**config.mk**
```make
export PLATFORM = sky130hd
export DESIGN_NAME = zle_p
export DESIGN_NICKNAME = d
export VERILOG_FILES = /design/src/rtl/zle_pkg.sv /design/src/rtl/zle_p_dp.sv /design/src/rtl/zle_p.sv
export SDC_FILE = /design/constraint.sdc
export NUM_CORES = 1
export LEC_CHECK = 0
export BUFFER_PORTS_ARGS = -buffer_cell sky130_fd_sc_hd__buf_2
export CAP_MARGIN = 20
export CORE_ASPECT_RATIO = 1.4
export CORE_MARGIN = 4
export CORE_UTILIZATION = 50
export DETAILED_ROUTE_END_ITERATION = 10
export PLACE_DENSITY = 0.74
export SLEW_MARGIN = 10
export SYNTH_ARGS = -nofsm -noshare
export SYNTH_HDL_FRONTEND = slang
export SYNTH_HIERARCHICAL = 1
export SYNTH_SLANG_ARGS = --single-unit
export TNS_END_PERCENT = 1
```
**constraint.sdc**
```tcl
create_clock -name clock -period 2.4 [get_ports clock]
set_input_delay 0.12 -clock clock [delete_from_list [all_inputs] [get_ports clock]]
set_output_delay 0.12 -clock clock [all_outputs]
set_load 0.02 [all_outputs]
```
**src/rtl/zle_pkg.sv**
```systemverilog
// rtl/zle_pkg.sv - shared types and helpers for the zero run-length encoder
package zle_pkg;

   typedef enum logic [1:0] {START, ZEROS, PEND} state_t;

   localparam logic TOK_LIT = 1'b0;
   localparam logic TOK_RUN = 1'b1;

   // RUN_INC closes a run that includes the current zero; RUN_CUR closes it before a literal
   typedef enum logic [1:0] {SEL_LIT_IN, SEL_RUN_INC, SEL_RUN_CUR, SEL_LIT_PEND} tok_sel_t;
   typedef enum logic [1:0] {CNT_HOLD, CNT_CLR, CNT_SET1, CNT_INC} cnt_op_t;

   function automatic int zle_ow(input int dw, input int cw);
      return 1 + ((dw > cw) ? dw : cw);
   endfunction

endpackage

```
**src/rtl/zle_p_dp.sv**
```systemverilog
// rtl/zle_p_dp.sv - run counter, literal latch and token mux for zle_p
module zle_p_dp
   import zle_pkg::*;
#(
   parameter  int DW = 3,
   parameter  int CW = 3,
   localparam int OW = zle_ow(DW, CW)
) (
   input  logic          clock,
   input  logic          reset,
   input  logic [DW-1:0] d_i,
   input  cnt_op_t       cnt_op_i,
   input  logic          lit_ld_i,
   input  tok_sel_t      tok_sel_i,
   output logic [OW-1:0] tok_o,
   output logic          f_i_eq_0_o,
   output logic          f_cnt_eq_max_m1_o
);

   localparam logic [CW:0] ONE    = {{CW{1'b0}}, 1'b1};
   localparam logic [CW:0] MAX_M1 = {1'b0, {CW{1'b1}}};

   logic [CW:0]   cnt_q, cnt_d, cnt_m1;
   logic [DW-1:0] lit_q, lit_d;

   always_comb begin
      cnt_d = cnt_q;
      case (cnt_op_i)
         CNT_CLR:  cnt_d = '0;
         CNT_SET1: cnt_d = ONE;
         CNT_INC:  cnt_d = cnt_q + ONE;
         default:  cnt_d = cnt_q;
      endcase
      lit_d = lit_ld_i ? d_i : lit_q;
   end

   always_ff @(posedge clock or negedge reset) begin
      if (!reset) begin
         cnt_q <= '0;
         lit_q <= '0;
      end else begin
         cnt_q <= cnt_d;
         lit_q <= lit_d;
      end
   end

   assign cnt_m1            = cnt_q - ONE;
   assign f_i_eq_0_o        = (d_i == '0);
   assign f_cnt_eq_max_m1_o = (cnt_q == MAX_M1);

   // Run field is length-1: cnt itself when the current zero joins the run
   always_comb begin
      tok_o = '0;
      case (tok_sel_i)
         SEL_LIT_IN: begin
            tok_o[DW-1:0] = d_i;
            tok_o[OW-1]   = TOK_LIT;
         end
         SEL_RUN_INC: begin
            tok_o[CW-1:0] = cnt_q[CW-1:0];
            tok_o[OW-1]   = TOK_RUN;
         end
         SEL_RUN_CUR: begin
            tok_o[CW-1:0] = cnt_m1[CW-1:0];
            tok_o[OW-1]   = TOK_RUN;
         end
         default: begin
            tok_o[DW-1:0] = lit_q;
            tok_o[OW-1]   = TOK_LIT;
         end
      endcase
   end

endmodule

```
**src/rtl/zle_p.sv**
```systemverilog
// rtl/zle_p.sv - zero run-length encoder: FSM, output register and back-pressure
module zle_p
   import zle_pkg::*;
#(
   parameter  int DW = 3,
   parameter  int CW = 3,
   localparam int OW = zle_ow(DW, CW)
) (
   input  logic          clock,
   input  logic          reset,
   input  logic [DW-1:0] i_d,
   input  logic          i_eos,
   input  logic          i_v,
   output logic          i_b,
   output logic [OW-1:0] o_d,
   output logic          o_eos,
   output logic          o_v,
   input  logic          o_b
);

   state_t        state_q, state_d;
   logic          pend_eos_q, pend_eos_d;
   logic [OW-1:0] o_d_q, o_d_d;
   logic          o_v_q, o_v_d, o_eos_q, o_eos_d;

   cnt_op_t       cnt_op;
   tok_sel_t      tok_sel;
   logic          lit_ld, emit, emit_eos, accept, out_free;
   logic          f_i_eq_0, f_cnt_eq_max_m1;
   logic [OW-1:0] tok;

   zle_p_dp #(.DW(DW), .CW(CW)) u_dp (
      .clock             (clock),
      .reset             (reset),
      .d_i               (i_d),
      .cnt_op_i          (cnt_op),
      .lit_ld_i          (lit_ld),
      .tok_sel_i         (tok_sel),
      .tok_o             (tok),
      .f_i_eq_0_o        (f_i_eq_0),
      .f_cnt_eq_max_m1_o (f_cnt_eq_max_m1)
   );

   assign out_free = !o_v_q || !o_b;
   assign i_b      = !reset || (state_q == PEND) || (o_v_q && o_b);
   assign accept   = i_v && !i_b;

   always_comb begin
      state_d    = state_q;
      pend_eos_d = pend_eos_q;
      cnt_op     = CNT_HOLD;
      tok_sel    = SEL_LIT_IN;
      lit_ld     = 1'b0;
      emit       = 1'b0;
      emit_eos   = 1'b0;
      case (state_q)
         START: if (accept) begin
            if (!f_i_eq_0) begin
               emit     = 1'b1;
               emit_eos = i_eos;
            end else if (i_eos) begin
               emit     = 1'b1;
               emit_eos = 1'b1;
               tok_sel  = SEL_RUN_INC;
            end else begin
               cnt_op  = CNT_SET1;
               state_d = ZEROS;
            end
         end
         ZEROS: if (accept) begin
            if (f_i_eq_0 && (i_eos || f_cnt_eq_max_m1)) begin
               emit     = 1'b1;
               emit_eos = i_eos;
               tok_sel  = SEL_RUN_INC;
               cnt_op   = CNT_CLR;
               state_d  = START;
            end else if (f_i_eq_0) begin
               cnt_op = CNT_INC;
            end else begin
               emit       = 1'b1;
               tok_sel    = SEL_RUN_CUR;
               cnt_op     = CNT_CLR;
               lit_ld     = 1'b1;
               pend_eos_d = i_eos;
               state_d    = PEND;
            end
         end
         default: if (out_free) begin
            emit     = 1'b1;
            emit_eos = pend_eos_q;
            tok_sel  = SEL_LIT_PEND;
            state_d  = START;
         end
      endcase
   end

   always_comb begin
      o_v_d   = o_v_q;
      o_d_d   = o_d_q;
      o_eos_d = o_eos_q;
      if (out_free) begin
         o_v_d   = emit;
         o_eos_d = emit && emit_eos;
         if (emit) o_d_d = tok;
      end
   end

   always_ff @(posedge clock or negedge reset) begin
      if (!reset) begin
         state_q    <= START;
         pend_eos_q <= 1'b0;
         o_v_q      <= 1'b0;
         o_d_q      <= '0;
         o_eos_q    <= 1'b0;
      end else begin
         state_q    <= state_d;
         pend_eos_q <= pend_eos_d;
         o_v_q      <= o_v_d;
         o_d_q      <= o_d_d;
         o_eos_q    <= o_eos_d;
      end
   end

   assign o_v   = o_v_q;
   assign o_d   = o_d_q;
   assign o_eos = o_eos_q;

endmodule

```
==> results.toml <==
[status]
status = "finished, final reports clean"

[placed_design]
post-dp-hpwl_um = 1740
globalplace.congestion = 0.8079
placement.io_buffers = 14

[finish]
post_layout_nets = 147
n_antenna_cell = 0
areaGrowthSynthToFinish_pct = 13.87
share_of_layout_cells_above_drive_strength_1_pct = 29.77

[flow_run]
timing.max_cap.violations = 0

[sta]
slew_violations = 0
final.period_utilization_pct = 95.32
finalSetupTns_ns = 0
fmax_mhz = 437.1
clock-skew-final_ns = 0.001277
finalWorstPathRequiredPeriod_ns = 2.288
timing.slew.headroom_pct = 74.92
setup_viol = 0
timing.final.hold_violations = 0
worst_pin_slew_ns = 0.3762

[global_routing]
antenna_violations_before_repair = 0
gr-max-usage-layer = "met2"
use_met3_pct = 3.458
globalRouteTotalUtil_pct = 18.25
number_of_global_route_vias_before_repair = 906
grt_first_pass_wirelength_um = 3926
grt_use_met2_pct = 29.42
grt_use_met1_pct = 21.40
grt-ovfl-total = 0
grt_start_max_net_pins = 20

[floorplan]
chipWidth_um = 47
placementRows = 19
boundaryPins = 15
die_h_um = 62.60
die_area_sq_um = 2942
start_util_pct = 53.32
core_region_area_sq_um = 1997

[routing]
detail_route.first_pass.iterations = 4
drt-wirelength-per-cell_um = 14.79
totalWireLength_um = 2248
route.detailed.vias_per_inst = 5.783
drt.antenna.violating_nets = 0
route.detailed.drc = 0
via_count = 879
initialDrtViolationCount = 26

[critical_path]
path_class = "register to register"
path_common_cell = "a21oi_1"
crit-reg2reg-capture = "o_d[2]"
worstPathMaxFanout = 4
timing.critical_path.to_type = "register"
critical_path.cell_chain = "ha_1 > and3b_2 > a21o_1 > a31oi_1 > nor2_2 > ha_2 > a221o_1 > a21oi_1 > a21oi_1 > nand3_1 > o22ai_1"
setup.reg_to_reg.worst_slack_ns = 0.11
reg2reg_from = "u_dp/cnt_q[0]"
worst_ep_required_time_ns = 2.56
cpMaxStageDelayCell = "dfrtp_1"
ff2ff_path_depth = 11
cp_slowest_stage_delay_ns = 0.40
critical_path_arrival_ns = 2.45
crit_path_start_kind = "register"

[yosys]
synth_nets = 126
post_synth_instance_area_sq_um = 1065
synth_commonest_cells = "dfrtp_1, nand2_1, inv_1"
ys_ff_latch = 16
synth_top_cells_by_area = "dfrtp_1, ha_1, nand2_1"
synth_cells = 112
cell_taking_the_most_area_after_synthesis = "dfrtp_1"
most_used_flip_flop_cell_after_synthesis = "dfrtp_1"
count_of_distinct_cell_types_in_the_synthesized_netlist = 38
post_synth.cell_area_avg_sq_um = 9.507
yosysWarningCount = 6
asyncSetResetFlopFracSynth_pct = 100.0
synth_largest_type_area_fraction_pct = 37.60
synth_sequential_area_ratio_pct = 37.60
post_synth_edffs = 0

[hold_path]
hold-path-endpoint = "u_dp/lit_q[1]"
min-delay-path-class = "input pin to register"
min_path_cells = 2
min-delay-start = "i_d[1]"

[clocking]
cts_made_buffers = 3
numClockSinks = 16
clk_transition_reported_paths_ns = 0.09
htreeDepth = 1
post-cts-setup-buffers = 0
ctsRootBufferMaster = "clkbuf_4"
tritoncts_clock_tree = "built"
clk-insertion-delay-late_ns = 0.29
max-clock-path-buffers = 2

[pwr]
power_density_nw_per_um2 = 715.9
totalPowerFinal_uw = 867.9
cellLeakagePower_uw = 0.0005818
power.ir.vdd_worst_mv = 0.4197
per-layer routing:
metal | part of all wire (%) | vias to the layer above | wire [um]
met2 | 53 | 23 | 1184
met1 | 40 | 416 | 897
met4 | 2.6 | 0 | 59
met3 | 4.7 | 5 | 106
met5 | 0 | - | 0
li1 | - | 435 | -
critical path: cells and delay by family (launching register included):
kind	cells	cell delay, ns
compound gates	6	0.97
fa+ha+maj	2	0.44
flops	1	0.40
simple gates	3	0.36
cell type report:
| cell class | instances | area [sq um] |
|---|---|---|
| fill | 193 | 784.5 |
| timing repair buffer | 19 | 110.1 |
| clock buffer | 3 | 22.52 |
| sequential | 16 | 400.4 |
| multi-input combinational | 83 | 615.6 |
| inverter | 10 | 37.54 |
| tap | 21 | 26.28 |
placed cells by master, fill, tap and decap left out, types with 2 or more instances in the layout:
| cell | n |
|---|---|
| ha_1 | 3 |
| xor2_1 | 2 |
| inv_1 | 10 |
| buf_4 | 4 |
| o22ai_1 | 4 |
| a21o_1 | 2 |
| buf_2 | 14 |
| ha_2 | 3 |
| a21oi_1 | 6 |
| nand2_1 | 16 |
| mux2_1 | 2 |
| nand3_1 | 7 |
| clkbuf_4 | 3 |
| and3_2 | 2 |
| o21ai_0 | 3 |
| nor2_1 | 4 |
| nand2b_1 | 2 |
| a221o_1 | 2 |
| and2_1 | 2 |
| dfrtp_1 | 16 |
| mux2_4 | 2 |
report_power, final:
| part | switching [uW] | internal, uW |
|---|---|---|
| clock | 82.4 | 58.5 |
| sequential | 48.4 | 343 |
| combinational | 186 | 150 |
worst max path at each step:
stage	from	end	slack, ns	cells past startpoint
floorplan	u_dp/cnt_q[0]	o_d[2]	0.20	11
global placement	u_dp/cnt_q[0]	o_d[2]	0.19	11
detailed placement	u_dp/cnt_q[0]	o_d[2]	0.13	11
CTS	u_dp/cnt_q[0]	o_d[2]	0.12	11
global route	u_dp/cnt_q[0]	o_d[2]	-0.02	11
finish	u_dp/cnt_q[0]	o_d[2]	0.11	11
flip-flops by register name, summed over array words and instances (netlist names):
| name | cells |
|---|---|
| u_dp/lit_q | 3 |
| state_q | 2 |
| o_d | 4 |
| o_v | 1 |
| u_dp/cnt_q | 4 |
| o_eos | 1 |
| pend_eos_q | 1 |
cells by family (layout without fill, tap and decap cells):
logic type	count (synthesis)	count (layout)	synth area share [%]
flops	16	16	37.60
xor+xnor	2	2	1.645
fa+ha+maj	6	6	7.050
simple gates	43	43	22.56
buf+inv	13	32	5.993
compound gates	27	27	19.27
mux	5	5	5.875
stage by stage:
step                      cells  instance area (sq um)  setup slack, ns  hold WS, ns  utilization [%]
after floorplan             112                   1065           0.1998      -0.1756                -
after global placement      148                   1165           0.1923       0.1003            58.33
after detailed placement    148                   1165           0.1290       0.1128            58.33
after CTS                   152                   1197           0.1205      0.08212            59.96
after global routing        152                   1212         -0.02182      0.08826            60.71
final                       152                   1212           0.1123      0.08835            60.71
timing repair:
item | CTS | global route
endpoints found under the hold margin | 16 | 0
setup endpoints to repair | 0 | 3
resized for setup | 0 | 6
hold buffers | 1 | 0
Note: power is estimated with default switching activity, not from simulation.
